File: config.mk
export PLATFORM = sky130hd
export DESIGN_NAME = r5_input_collect_flat
export DESIGN_NICKNAME = d
export VERILOG_FILES = /design/src/rtl/r5_pkg.sv /design/src/rtl/r5_input_collect_if.sv /design/src/rtl/r5_group_cnt.sv /design/src/rtl/r5_input_collect.sv /design/src/flat_wrapper.sv
export SDC_FILE = /design/constraint.sdc
export NUM_CORES = 1
export LEC_CHECK = 0
export ABC_AREA = 0
export CAP_MARGIN = 10
export CORE_MARGIN = 2
export CORE_UTILIZATION = 54
export CTS_BUF_LIST = sky130_fd_sc_hd__clkbuf_2
export CTS_CLUSTER_DIAMETER = 80
export DETAILED_ROUTE_END_ITERATION = 8
export PLACE_DENSITY = 0.82
export SYNTH_ARGS = -nofsm -noshare
export SYNTH_HDL_FRONTEND = slang
export SYNTH_HIERARCHICAL = 1
export SYNTH_SLANG_ARGS = --single-unit
File: constraint.sdc
create_clock -name clk -period 2.4 [get_ports clk]
set_input_delay 0.48 -clock clk [delete_from_list [all_inputs] [get_ports clk]]
set_output_delay 0.48 -clock clk [all_outputs]
set_load 0.03 [all_outputs]
File: src/rtl/r5_pkg.sv
// Shared definitions for the radix-5 FFT datapath: radix constant, default
// component width, complex sample type and group-index width helper.
package r5_pkg;

    localparam int R5     = 5;
    localparam int R5_DW  = 32;
    localparam int SCNT_W = 3;

    typedef struct packed {
        logic [R5_DW-1:0] re;
        logic [R5_DW-1:0] img;
    } r5_cplx_t;

    // Width of a group index for an n-point frame; never narrower than 1 bit.
    function automatic int grp_width(input int n);
        return (n / R5 > 1) ? $clog2(n / R5) : 1;
    endfunction

endpackage

File: src/rtl/r5_input_collect_if.sv
// Sample-in / group-out bundle of the radix-5 input collector. The master
// drives samples and receives groups; the collector itself is the slave.
interface r5_input_collect_if
    import r5_pkg::*;
#(
    parameter int DW = R5_DW,
    parameter int N  = 25,
    parameter int GW = grp_width(N)
);

    logic               in_valid;
    logic               in_sof;
    logic [DW-1:0]      a_re;
    logic [DW-1:0]      a_img;
    logic               out_valid;
    logic               out_last;
    logic [GW-1:0]      out_group;
    logic [R5*DW-1:0]   x_re;
    logic [R5*DW-1:0]   x_img;
    logic               drop_err;

    modport master (
        output in_valid, in_sof, a_re, a_img,
        input  out_valid, out_last, out_group, x_re, x_img, drop_err
    );

    modport slave (
        input  in_valid, in_sof, a_re, a_img,
        output out_valid, out_last, out_group, x_re, x_img, drop_err
    );

endinterface

File: src/rtl/r5_group_cnt.sv
// Sample-in-group and group-in-frame counters with start-of-frame resync.
// Strobes are combinational for the accepting cycle; the caller registers them.
module r5_group_cnt
    import r5_pkg::*;
#(
    parameter int N  = 25,
    parameter int GW = grp_width(N)
) (
    input  logic              clk,
    input  logic              rst,
    input  logic              in_valid,
    input  logic              in_sof,
    output logic [SCNT_W-1:0] scnt,
    output logic [GW-1:0]     gcnt,
    output logic              done,
    output logic              last,
    output logic              drop
);

    localparam int NG = N / R5;

    logic [SCNT_W-1:0] scnt_reg;
    logic [GW-1:0]     gcnt_reg;

    // A sof sample always restarts the group, even when it would have been x4.
    assign done = in_valid && !in_sof && (scnt_reg == SCNT_W'(R5 - 1));
    assign drop = in_valid && in_sof && (scnt_reg != '0);
    assign last = (gcnt_reg == GW'(NG - 1));

    always_ff @(posedge clk) begin
        if (rst) begin
            scnt_reg <= '0;
            gcnt_reg <= '0;
        end else if (in_valid) begin
            if (in_sof) begin
                scnt_reg <= SCNT_W'(1);
                gcnt_reg <= '0;
            end else if (done) begin
                scnt_reg <= '0;
                gcnt_reg <= last ? '0 : gcnt_reg + 1'b1;
            end else begin
                scnt_reg <= scnt_reg + 1'b1;
            end
        end
    end

    assign scnt = scnt_reg;
    assign gcnt = gcnt_reg;

endmodule

File: src/rtl/r5_input_collect.sv
// Serial-to-parallel input stage of the radix-5 FFT: gathers five complex
// samples and presents them as one registered group with its frame index.
module r5_input_collect
    import r5_pkg::*;
#(
    parameter int DW = R5_DW,
    parameter int N  = 25,
    parameter int GW = grp_width(N)
) (
    input  logic              clk,
    input  logic              rst,
    r5_input_collect_if.slave bus
);

    localparam int NSTAGE = R5 - 1;

    typedef struct packed {
        logic [DW-1:0] re;
        logic [DW-1:0] img;
    } sample_t;

    sample_t           in_sample;
    logic [SCNT_W-1:0] scnt;
    logic [GW-1:0]     gcnt;
    logic              grp_done;
    logic              grp_last;
    logic              grp_drop;

    logic [R5*DW-1:0]  x_re_next;
    logic [R5*DW-1:0]  x_img_next;
    logic [R5*DW-1:0]  x_re_reg;
    logic [R5*DW-1:0]  x_img_reg;
    logic [GW-1:0]     out_group_reg;
    logic              out_valid_reg;
    logic              out_last_reg;
    logic              drop_err_reg;

    assign in_sample = '{re: bus.a_re, img: bus.a_img};

    r5_group_cnt #(
        .N  (N),
        .GW (GW)
    ) u_cnt (
        .clk      (clk),
        .rst      (rst),
        .in_valid (bus.in_valid),
        .in_sof   (bus.in_sof),
        .scnt     (scnt),
        .gcnt     (gcnt),
        .done     (grp_done),
        .last     (grp_last),
        .drop     (grp_drop)
    );

    // Stages 0..3 hold the first four samples; a sof sample always lands in stage 0.
    for (genvar gi = 0; gi < NSTAGE; gi++) begin : g_stage
        sample_t data_reg;
        logic    we;

        assign we = bus.in_valid && (bus.in_sof ? (gi == 0) : (scnt == SCNT_W'(gi)));

        always_ff @(posedge clk) begin
            if (rst) begin
                data_reg <= '0;
            end else if (we) begin
                data_reg <= in_sample;
            end
        end

        assign x_re_next[gi*DW +: DW]  = data_reg.re;
        assign x_img_next[gi*DW +: DW] = data_reg.img;
    end

    // x4 bypasses staging so the group is presented one clock after its 5th sample.
    assign x_re_next[NSTAGE*DW +: DW]  = in_sample.re;
    assign x_img_next[NSTAGE*DW +: DW] = in_sample.img;

    always_ff @(posedge clk) begin
        if (rst) begin
            x_re_reg      <= '0;
            x_img_reg     <= '0;
            out_group_reg <= '0;
            out_valid_reg <= 1'b0;
            out_last_reg  <= 1'b0;
            drop_err_reg  <= 1'b0;
        end else begin
            out_valid_reg <= grp_done;
            out_last_reg  <= grp_done && grp_last;
            drop_err_reg  <= grp_drop;
            if (grp_done) begin
                x_re_reg      <= x_re_next;
                x_img_reg     <= x_img_next;
                out_group_reg <= gcnt;
            end
        end
    end

    assign bus.out_valid = out_valid_reg;
    assign bus.out_last  = out_last_reg;
    assign bus.out_group = out_group_reg;
    assign bus.x_re      = x_re_reg;
    assign bus.x_img     = x_img_reg;
    assign bus.drop_err  = drop_err_reg;

endmodule

File: src/flat_wrapper.sv
// flat-port wrapper written by rule: the top's interface ports become plain ports
module r5_input_collect_flat import r5_pkg::*;
#(
    parameter int DW = R5_DW,
    parameter int N  = 25,
    parameter int GW = grp_width(N)
)
  (clk, rst, bus_in_valid, bus_in_sof, bus_a_re, bus_a_img, bus_out_valid, bus_out_last, bus_out_group, bus_x_re, bus_x_img, bus_drop_err);
  r5_input_collect_if #(.DW(DW), .N(N), .GW(GW)) bus_i ();
  input  logic clk;
  input  logic rst;
  input wire logic [$bits(bus_i.in_valid)-1:0] bus_in_valid;
  input wire logic [$bits(bus_i.in_sof)-1:0] bus_in_sof;
  input wire logic [$bits(bus_i.a_re)-1:0] bus_a_re;
  input wire logic [$bits(bus_i.a_img)-1:0] bus_a_img;
  output wire logic [$bits(bus_i.out_valid)-1:0] bus_out_valid;
  output wire logic [$bits(bus_i.out_last)-1:0] bus_out_last;
  output wire logic [$bits(bus_i.out_group)-1:0] bus_out_group;
  output wire logic [$bits(bus_i.x_re)-1:0] bus_x_re;
  output wire logic [$bits(bus_i.x_img)-1:0] bus_x_img;
  output wire logic [$bits(bus_i.drop_err)-1:0] bus_drop_err;
  assign bus_i.in_valid = bus_in_valid;
  assign bus_i.in_sof = bus_in_sof;
  assign bus_i.a_re = bus_a_re;
  assign bus_i.a_img = bus_a_img;
  assign bus_out_valid = bus_i.out_valid;
  assign bus_out_last = bus_i.out_last;
  assign bus_out_group = bus_i.out_group;
  assign bus_x_re = bus_i.x_re;
  assign bus_x_img = bus_i.x_img;
  assign bus_drop_err = bus_i.drop_err;
  r5_input_collect #(.DW(DW), .N(N), .GW(GW)) u_core (.clk(clk), .rst(rst), .bus(bus_i));
endmodule
==> run_results.csv, run 1 <==
group,metric,value,unit
die,die_w,206,um
die,pin_count,394,
layout,drive_gt1_share,17.1,%
detailed_routing,antenna_left,0,
sta,maxSlewViolCount,0,
detailed_routing,routed_wl,55.1,mm
setup_path,worstPathArrival,1.80,ns
sta,fin_skew,0.0581,ns
setup_path,crit_family,"flip-flops",
setup_path,path_depth,1,
setup_path,start_kind,"flip-flop",
global_routing,grt_max_degree,68,
detailed_routing,drc,0,
global_routing,grt_usage,25.5,%
sta,min_period,2.28,ns
layout,nets,2552,
setup_path,worstSetupStartpoint,"u_core/bus.x_img[0]$_SDFFE_PP0P_",
placed_design,place_congestion,0.812,
placed_design,io_buffers,393,
detailed_routing,vias,15800,
setup_path,crit_type,"flip-flop to output pin",
hold_path,hold_path_depth,3,
placed_design,dp_hpwl,37.8,mm
setup_path,worstPathRequired,1.92,ns
clock_network,cts_root_buffer,"clkbuf_2",
power,p_per_area,616,nW/um^2
die,dieArea,42300,sq um
setup_path,critPathBufInv,1,
sta,period_share,95.1,%
clock_network,htree_levels,4,
sta,fmax,438,MHz
hold_path,hold_path_class,"primary input to flip-flop",
layout,area_growth,25.8,%
die,die_h,206,um
detailed_routing,via_per_inst,5.06,
setup_path,cp-end-kind,"output pin",
synthesis,yosysTopAreaCellShare,53.5,%
sta,worstMarginPinSlew,0.575,ns
setup_path,path_max_fanout,2,
sta,fin_tns_setup,0,ns
global_routing,grt_pass1_vias,16300,
synthesis,synthCells,1997,
synthesis,ys_seq_area_share,53.5,%
layout,final_cell_mix,"dfxtp_1, mux2i_1, nor2_1, nand2b_1, clkbuf_2",
detailed_routing,first_iter_violations,708,
hold_path,hp-start,"bus_a_img[23]",
global_routing,grt_overflow_total,0,
setup_path,r2r_cells,7,
layout,fill_cells,3099,
layout,largest_register_ffs,256,
power,p_total,17000,uW
synthesis,synth_warnings,6,
placed_design,post-place-ws,0.160,ns
run,drv_cap,0,
detailed_routing,firstDrtPassIters,5,
clock_network,cts_made_buffers,145,
synthesis,syn-num-nets,2069,
global_routing,grt_pass1_wl,85.2,mm
die,initial_core_util,55.0,%
die,core,40000,sq um
setup_path,r2r-end,"u_core/bus.x_img[115]$_SDFFE_PP0P_",
synthesis,synthTopCellsByArea,"dfxtp_1, mux2i_1, nand2b_1",
clock_network,cts_tree,"done",
layout,final_common_cell,"dfxtp_1",
sta,rsz0062_at_grt,"false",
synthesis,avgSynthCellArea,11.0,sq um
synthesis,synth_area_leader_cell,"dfxtp_1",
setup_path,r2r_setup_slack,0.36,ns
setup_path,reg2reg_from,"u_core/u_cnt/scnt[1]$_SDFFE_PP0P_",
clock_network,clk_latency,1.05,ns
setup_path,slowest_delay,0.39,ns
clock_network,cts.sinks,588,
setup_path,slowest_stage,"dfxtp_1",
hold_path,min_to,"u_core/bus.x_img[151]$_SDFFE_PP0P_",
synthesis,synth-seq-cells,588,
setup_path,path_cells,"clkdlybuf4s15_1",
sta,hold_viol_final,0,
sta,setup_slack,0.118,ns
power,ir_drop,0.348,mV
outcome,status,"complete, no violations",
clock_network,cts_max_path_buffers,3,
sta,setup_viol,0,
die,num_rows,73,
power,p_leak,0.0119,uW
global_routing,antenna_found_initial,1,
synthesis,ys_types,32,
sta,timing.hold.ws,0.113,ns
detailed_routing,routedWlPerCell,17.7,um
synthesis,synth_area,22000,sq um
clock_network,clk_pin_slew,0.10,ns
clock_network,post_cts_buffers,0,
sta,slew_headroom,61.6,%
-- how the worst max path moves through the flow --
stage                                                     to  slack [ns]
final                                           bus_x_img[0]        0.12
after global routing                          bus_x_img[111]      0.0001
after CTS                                       bus_x_re[78]      0.0002
after detailed placement  u_core/bus.x_img[115]$_SDFFE_PP0P_        0.16
after global placement     u_core/bus.x_img[51]$_SDFFE_PP0P_        0.21
after floorplan           u_core/bus.x_img[100]$_SDFFE_PP0P_        0.56
-- cell type report --
| type | count | area, sq um | area share, % |
|---|---|---|---|
| sequential | 588 | 11800 | 42.6 |
| multi-input combinational | 1265 | 9340 | 33.8 |
| timing repair buffer | 473 | 4610 | 16.7 |
| clock buffer | 203 | 1020 | 3.67 |
| tap | 525 | 657 | 2.38 |
| clock inverter | 49 | 225 | 0.815 |
| inverter | 7 | 26.3 | 0.0950 |
| antenna | 2 | 5.00 | 0.0181 |
-- cell usage after synthesis, drive strengths merged --
library cell  count
a31o              1
mux2i           579
nor2b             2
and2              2
inv               7
clkbuf           43
o21a              1
and2b             1
nand2b          321
o211a             1
nor2            326
buf              94
nor3b             1
o21ai             4
a211oi            1
and4bb            2
a21oi             8
and4b             2
nand3b            2
nor3              1
o31ai             1
nand2             5
ha                4
dfxtp           588
-- power by group --
part           leakage (uW)  switching [uW]  internal [uW]
Sequential          0.00475            67.0           9870
Combinational       0.00618             440            401
Clock              0.000951            3860           2390
Total                0.0119            4370          12700
-- cells by family (layout without fill, tap and decap cells) --
| kind of cell | Yosys count | after routing | share of synthesized area, % |
|---|---|---|---|
| adder cells (fa/ha/maj) | 4 | 4 | 0.228 |
| flip-flops | 588 | 588 | 53.5 |
| multiplexers | 579 | 579 | 26.4 |
| AND/OR/NAND/NOR | 665 | 665 | 15.3 |
| buffers and inverters | 144 | 732 | 4.06 |
| AO/OA/AOI/OAI | 17 | 17 | 0.478 |
| other | 0 | 2 | 0 |
-- metal layers --
layer | share of wire, % | GRT usage (%) | up-vias
li1 | - | - | 7660
met1 | 45 | 32.4 | 7576
met2 | 47 | 41.0 | 426
met3 | 5.3 | 6.10 | 97
met4 | 3.1 | 12.1 | 0
met5 | 0 | 0 | -
-- what timing repair did --
action / 4_1_cts / 5_1_grt
endpoints found under the setup margin: 326 / 135
hold buffers: 13 / 0
resized for setup: 583 / 150
hold endpoints to repair: 238 / 0
-- through the flow --
stage | instances | instance area [sq um] | util (%)
after floorplan | 1997 | 22000 | -
after global placement | 2845 | 26600 | 66.5
after detailed placement | 2845 | 26600 | 66.5
after CTS | 3110 | 27900 | 69.7
after global routing | 3112 | 27700 | 69.1
final | 3112 | 27700 | 69.1
Note: power is estimated with default switching activity, not from simulation.
==> run 2, diff against run 1 <==
--- a/config.mk
+++ b/config.mk
@@ -17,3 +17,4 @@
 export SYNTH_HDL_FRONTEND = slang
 export SYNTH_HIERARCHICAL = 1
 export SYNTH_SLANG_ARGS = --single-unit
+export TNS_END_PERCENT = 30
==> results of run 2 <==
No change in the layout: final DEF, timing and power equal those of run 1.
